[src/rtl/reg_file_sb.sv]
// Register file with write-through bypass and a per-register pending scoreboard.
// Tracks outstanding producers so readers can detect RAW hazards.
module reg_file_sb #(
  parameter int unsigned DATA_W   = 32,
  parameter int unsigned ADDR_W   = 5,
  parameter bit          ZERO_REG = 1'b1
) (
  input  logic              clk,
  input  logic              rst_n,
  input  logic              reg_write,
  input  logic [ADDR_W-1:0] write_register,
  input  logic [DATA_W-1:0] write_data,
  input  logic [ADDR_W-1:0] read_reg_1,
  input  logic [ADDR_W-1:0] read_reg_2,
  output logic [DATA_W-1:0] read_data_1,
  output logic [DATA_W-1:0] read_data_2,
  input  logic              issue_valid,
  input  logic [ADDR_W-1:0] issue_dst,
  output logic              busy_1,
  output logic              busy_2,
  output logic              hazard,
  output logic [ADDR_W:0]   pend_cnt
);

  localparam int unsigned Depth = 2 ** ADDR_W;
  localparam logic [ADDR_W:0] CntOne = {{ADDR_W{1'b0}}, 1'b1};

  logic [DATA_W-1:0] regs_q [Depth];
  logic [Depth-1:0]  pend_q, pend_d;
  logic [ADDR_W:0]   cnt_q, cnt_d;

  logic wr_en, iss_en, cnt_inc, cnt_dec;
  logic zero_rd_1, zero_rd_2;

  assign wr_en     = reg_write   && !(ZERO_REG && (write_register == '0));
  assign iss_en    = issue_valid && !(ZERO_REG && (issue_dst == '0));
  assign zero_rd_1 = ZERO_REG && (read_reg_1 == '0);
  assign zero_rd_2 = ZERO_REG && (read_reg_2 == '0);

  // Set wins over clear so a newly issued producer is never lost.
  always_comb begin
    pend_d = pend_q;
    if (reg_write) pend_d[write_register] = 1'b0;
    if (iss_en)    pend_d[issue_dst]      = 1'b1;
  end

  assign cnt_inc = iss_en && !pend_q[issue_dst];
  assign cnt_dec = reg_write && pend_q[write_register] &&
                   !(iss_en && (issue_dst == write_register));

  always_comb begin
    cnt_d = cnt_q;
    if (cnt_inc && !cnt_dec)      cnt_d = cnt_q + CntOne;
    else if (cnt_dec && !cnt_inc) cnt_d = cnt_q - CntOne;
  end

  always_ff @(posedge clk or negedge rst_n) begin
    if (!rst_n) begin
      for (int i = 0; i < Depth; i++) regs_q[i] <= '0;
      pend_q <= '0;
      cnt_q  <= '0;
    end else begin
      if (wr_en) regs_q[write_register] <= write_data;
      pend_q <= pend_d;
      cnt_q  <= cnt_d;
    end
  end

  always_comb begin
    read_data_1 = regs_q[read_reg_1];
    if (wr_en && (write_register == read_reg_1)) read_data_1 = write_data;
    if (zero_rd_1) read_data_1 = '0;

    read_data_2 = regs_q[read_reg_2];
    if (wr_en && (write_register == read_reg_2)) read_data_2 = write_data;
    if (zero_rd_2) read_data_2 = '0;
  end

  // A writeback landing this cycle resolves the hazard for its register.
  assign busy_1 = pend_q[read_reg_1] && !(reg_write && (write_register == read_reg_1)) &&
                  !zero_rd_1;
  assign busy_2 = pend_q[read_reg_2] && !(reg_write && (write_register == read_reg_2)) &&
                  !zero_rd_2;
  assign hazard   = busy_1 || busy_2;
  assign pend_cnt = cnt_q;

endmodule

[config.mk]
export PLATFORM = sky130hd
export DESIGN_NAME = reg_file_sb
export DESIGN_NICKNAME = d
export VERILOG_FILES = /design/src/rtl/reg_file_sb.sv
export SDC_FILE = /design/constraint.sdc
export NUM_CORES = 2
export LEC_CHECK = 0
export CAP_MARGIN = 15
export CORE_MARGIN = 2
export CORE_UTILIZATION = 57
export CTS_CLUSTER_SIZE = 16
export DETAILED_ROUTE_END_ITERATION = 16
export MAX_ROUTING_LAYER = met4
export PLACE_DENSITY = 0.77
export SKIP_CTS_REPAIR_TIMING = 1
export SYNTH_ARGS = -nofsm -noshare
export SYNTH_HDL_FRONTEND = slang
export SYNTH_SLANG_ARGS = --single-unit
export TNS_END_PERCENT = 5
[constraint.sdc]
create_clock -name clk -period 3 [get_ports clk]
set_clock_uncertainty 0.05 [all_clocks]
set_input_delay 0.6 -clock clk [delete_from_list [all_inputs] [get_ports clk]]
set_output_delay 0.6 -clock clk [all_outputs]
set_load 0.005 [all_outputs]
### Word-level counts from Yosys, hierarchy flattened

Index checks and enable logic that the tools add are counted.

| storage, ports and cells | value |
|---|---|
| register bits after elaboration | 1,062 |
| input bits | 56 |
| output and inout bits | 73 |
| word-level logic and storage cells | 119 |

| operators by class | value |
|---|---|
| add/sub/neg operators | 2 |
| magnitude comparators | 10 |
| equal/unequal tests | 3 |
| muxes and demuxes | 29 |
| bitwise gates (word level) | 6 |
| reduce and logical (&&, ||, !) cells | 35 |

Operators by type and width:

| operator | count |
|---|---|
| bitwise mux 1024 bit | 1 |
| two-way mux 32 bit | 11 |
| binary-select mux 32 bit (select 5 bit) | 2 |
| demux 32 bit (select 5 bit) | 1 |
| AND 32 bit | 1 |
| inverter 32 bit | 1 |
| OR 32 bit | 1 |
| < comparator 5 x 6 -> 1 bit (second input constant) | 4 |
| binary-select mux 1 bit (select 5 bit) | 4 |
| zero test 5 bit | 4 |
| logical AND 1 bit | 19 |
| >= comparator 6 bit (second input constant) | 3 |
| inverter 5 -> 6 bit | 3 |
| == test 5 bit | 3 |
| two-way mux 6 bit | 2 |
| demux 1 bit (select 5 bit) | 2 |
| >= comparator 5 x 1 -> 1 bit (second input constant) | 2 |
| zero test 1 bit | 10 |
| adder 6 x 1 -> 6 bit (second input constant) | 1 |
| < comparator 6 x 1 -> 1 bit (second input constant) | 1 |
| two-way mux 1 bit | 6 |
| subtractor 6 x 1 -> 6 bit (second input constant) | 1 |
| nonzero test 2 bit | 1 |
| logical OR 1 bit | 1 |

### Longest topological paths before layout

| logic depth | value |
|---|---|
| word-level depth | 9 |
| gate-level depth with buffers | 15 |
| gate-level depth less buffers | 13 |

### Least setup slack after synthesis

Ideal clock, no wire load.

| timing path | value |
|---|---|
| kind | input to register |
| from | in issue_dst[0] |
| to | reg cnt_q[5], in the netlist pend_cnt[5] |
| setup time | 0.079 ns |
| arrival time | 3.517 ns |
| data required time | 2.871 ns |
| slack | -0.646 ns |
| cell stages on the path | 13 |
| buffers on the path | 1 |
| cells stage by stage | buf_2 -> mux4_2 -> mux2i_1 -> o21ai_0 -> a2111oi_0 -> ha_1 -> inv_1 -> ha_1 -> a21o_1 -> a21oi_1 -> or4_1 -> nand4_1 -> xor2_1 |

| between the ends | value |
|---|---|
| longest elaborated chain between the ends | 9 |
| elaborated cells between the ends (all ways) | 17 |
| classes of those cells | 1 x eq/ne; 3 x mux; 13 x reduce/logical |

RTL lines:

| element | RTL line | RTL |
|---|---|---|
| start, declared | 18 | `input logic [ADDR_W-1:0] issue_dst,` |
| parallel branches: the longest is 9 deep, another holds binary-select mux 1 bit (select 5 bit) | -- |  |
| end signal, assigned | 65 | `cnt_q <= cnt_d;` |
| end, declared | 30 | `logic [ADDR_W:0] cnt_q, cnt_d;` |

Parallel ways; which one is timed is not known. The select of a mux whose other input is x is not followed.
A chain may end at the register's enable or synchronous reset.

### Final worst setup path

| timing path | value |
|---|---|
| from | reg pend_q[21] |
| to | out hazard |

| between the ends | value |
|---|---|
| longest elaborated chain between the ends | 5 |
| elaborated cells between the ends (all ways) | 9 |
| classes of those cells | 4 x mux; 5 x reduce/logical |

RTL lines:

| element | RTL line | RTL |
|---|---|---|
| start, declared | 29 | `logic [Depth-1:0] pend_q, pend_d;` |
| start signal, assigned | 64 | `pend_q <= pend_d;` |
| binary-select mux 1 bit (select 5 bit) (on tied branches) | 80, 82 |  |
| two-way mux 1 bit (on tied branches) | 80, 82 |  |
| logical AND 1 bit (on tied branches) (2 in a row) | 80, 82 |  |
| logical OR 1 bit * | 84 | `assign hazard = busy_1 \|\| busy_2;` |
| end, declared | 21 | `output logic hazard,` |

Every way passes the cells marked *; elsewhere a longest branch is shown, timed or not. The select of a mux whose other input is x is not followed.

==> summary.md <==
| Metric | Value |
|---|---|
| Vias in the first global route | 43.2k |
| Status | complete, but fails checks |
| Required time worst endpoint | 2350 ps |
| Crit path cell chain | buf_4 > mux4_2 > mux2i_1 > nand2_1 > a32oi_2 > buf_6 > o22ai_1 > clkbuf_2 |
| Setup slack, reg-to-reg | -190 ps |
| Pre-antenna DRT Iters | 6 |
| Startpoint class of the critical path | flip-flop |
| Wire length of the first global-routing pass | 290,000 um |
| Core Rows | 117 |
| CTS H-tree lvls | 3 |
| Pwr Density | 624 nW/um2 |
| Initial core utilization | 0.574 |
| Synth top area cells | dfrtp_1, mux2_2, mux4_2, mux2i_1, buf_2 |
| DRC viols | 0 |
| Worst skew pair latency | 730 ps |
| Final layout net count | 4,701 |
| Max-cap viol count | 0 |
| Seq/Total Area, Yosys | 0.456 |
| Final worst slack | -352 ps |
| Worst path slowest cell | mux4_2 |
| Synthesized cell area | 58,300 um2 |
| Mean Syn Cell Area | 14.1 um2 |
| CTS Root Buffer Type | clkbuf_16 |
| Async set-reset flop share out of synthesis | 1.00 |
| Worst VDD drop | 454 uV |
| Post-DR vias/cell | 7.09 |
| IO Pins | 129 |
| Hold Crit Class | input port to async pin |
| Die X | 324 um |
| Top cell type by total area after synthesis | dfrtp_1 |
| Vias | 43.3k |
| Filler cells | 6,467 |
| Grt ovf | 0 |
| Endpoint class of the critical path | output pin |
| Drt wl/cell | 33.6 um |
| Tot Pwr | 44.7 mW |
| CTS Buffer Depth | 3 |
| Finished Layout Cells | 6,102 |
| Core Util, Final | 0.704 |
| Final hold vios | 0 |
| Critical path buffers and inverters | 3 |
| Syn_nets | 4,184 |
| Largest net degree at the start of global routing | 123 |
| Area Overhead vs Synth | 22.7% |
| Critical setup path kind | flip-flop to output pin |
| Yosys cell types | 78 |
| Crit share post-route | 1.12 |
| Leakage | 32.0 nW |
| Sinks on Clock Net | 1,062 |
| GP Congestion | 0.960 |
| Multi-input logic area | 30,200 um2 |
| Reg area | 26,600 um2 |
| Top-count cell post-synth | dfrtp_1 |
| WL met1 | 73,500 um |
| RSZ-0062 raised after global routing | yes |
| Die Ht | 324 um |
| Worst rel slew slack | 0.411 |
| Mapped Cells | 4,122 |
| Worst-path clk slew | 60 ps |
| Fin. max-slew vios | 0 |
| Post-synth EDFFs | 0 |
| #FFs+latches synth | 1,062 |
| Wire length on met2 | 92,100 um |
| Die ar. | 105,000 um2 |
| Failing checks | setup timing |
| CP delay by family, top | multiplexers |
| Worst EP arrival | 2700 ps |
| All-layer global routing usage | 0.393 |
| CTS tree | done |
| Minimum clock period | 3350 ps |
| Share of post-route cells with drive strength above 1 | 0.538 |
| Fmax | 0.298 GHz |
| Syn. warnings | 0 |
| Final wirelength | 205,000 um |
| Most frequent cells after synthesis | dfrtp_1, mux2_2, mux4_2, mux2i_1, clkbuf_1 |
| Crit-path max FO | 3 |
| Tightest Pin Transition | 882 ps |
| Met3 wire length | 25,600 um |
| Top FF cell, synth | dfrtp_1 |
| Detailed Place HPWL | 133,000 um |
| Top sig layer | met4 |
| Detail Route Antenna Nets | 0 |
| Setup WS pre-CTS | -1030 ps |
| CTS buffer count | 112 |
| Final setup fails | 69 |
| Max stage delay on crit path | 460 ps |
| Initial drt markers | 5,360 |
| Placed Cells | 5,797 |
| Top-area cell type share of the netlist area | 0.456 |
| Port Buffers | 128 |
| Initial antenna violation count | 4 |
| Core box area | 102,000 um2 |
## worst register-to-register path, stage by stage (launching register included)
cell       delay, ps
dfrtp_1          390
buf_4            140
mux4_2           470
mux2i_1          160
o21ai_1          100
a2111oi_2        370
ha_2             280
inv_4             70
ha_4             250
a21o_1           110
a21oi_2           70
or4_1            410
nand4_1          100
xor2_1           130
## cells in the final DEF, fill, tap and decap left out, types with 54 or more instances in the layout
cell	n
clkbuf_16	120
mux2i_1	282
mux4_2	436
buf_6	54
o21ai_0	72
nand2_1	148
nor2_1	58
buf_4	500
dfrtp_1	1062
mux2_2	955
a22oi_1	82
buf_12	158
## sequential cells by signal (all words and copies together) (netlist names)
register  count
pend_cnt      6
regs_q     1024
pend_q       32
## cells by family (layout without fill, tap and decap cells)
logic type,Yosys count,count (layout),synth area share
flip-flops,1062,1062,0.456
AO/OA/AOI/OAI,438,438,0.0524
other,0,5,0
AND/OR/NAND/NOR,414,414,0.0348
adder cells (fa/ha/maj),6,6,0.00142
XOR/XNOR,20,20,0.00300
buffers and inverters,460,1067,0.0419
multiplexers,1722,1722,0.411
## metrics by stage
stage / setup TNS, ps / hold WS, ps / instance area [um2]
global placement: -57220 / 329 / 65800
global route: -14960 / 358 / 71600
detailed placement: -60250 / 337 / 65800
CTS: -52820 / -275 / 69600
floorplan: -527 / 254 / 58400
finish: -12620 / 351 / 71600
## per-layer routing
layer,track usage,up-vias
li1,-,16900
met1,0.500,22500
met2,0.576,3046
met3,0.105,855
met4,0.217,0
met5,-,-
## final cells by class
cell class | instances | share of cell area
inverters | 8 | 0.000455
multi-input cells | 2600 | 0.422
flip-flops and latches | 1062 | 0.371
diodes | 5 | 0.000175
well taps | 1368 | 0.0239
clock buffers | 157 | 0.0453
repair buffers | 855 | 0.129
clock inverters | 47 | 0.00785
## where the power goes
| part | switching, mW | internal, mW | leakage (nW) |
|---|---|---|---|
| combinational | 4.53 | 6.39 | 16.6 |
| clock | 6.14 | 8.24 | 1.88 |
| sequential | 2.26 | 17.1 | 13.6 |
| total | 12.9 | 31.7 | 32.0 |
## final timing paths
| path | from | to | cells after the start |
|---|---|---|---|
| max | pend_q[21] | hazard | 8 |
| min | rst_n | regs_q[28] | 2 |
| max reg2reg | pend_q[19] | pend_cnt[5] | 13 |
| min reg2reg | regs_q[1007] | regs_q[1007] | 0 |
| max in group asynchronous | rst_n | regs_q[303] | 3 |
| min in group clk | regs_q[1007] | regs_q[1007] | 0 |
(Power assumes the default switching activity.)
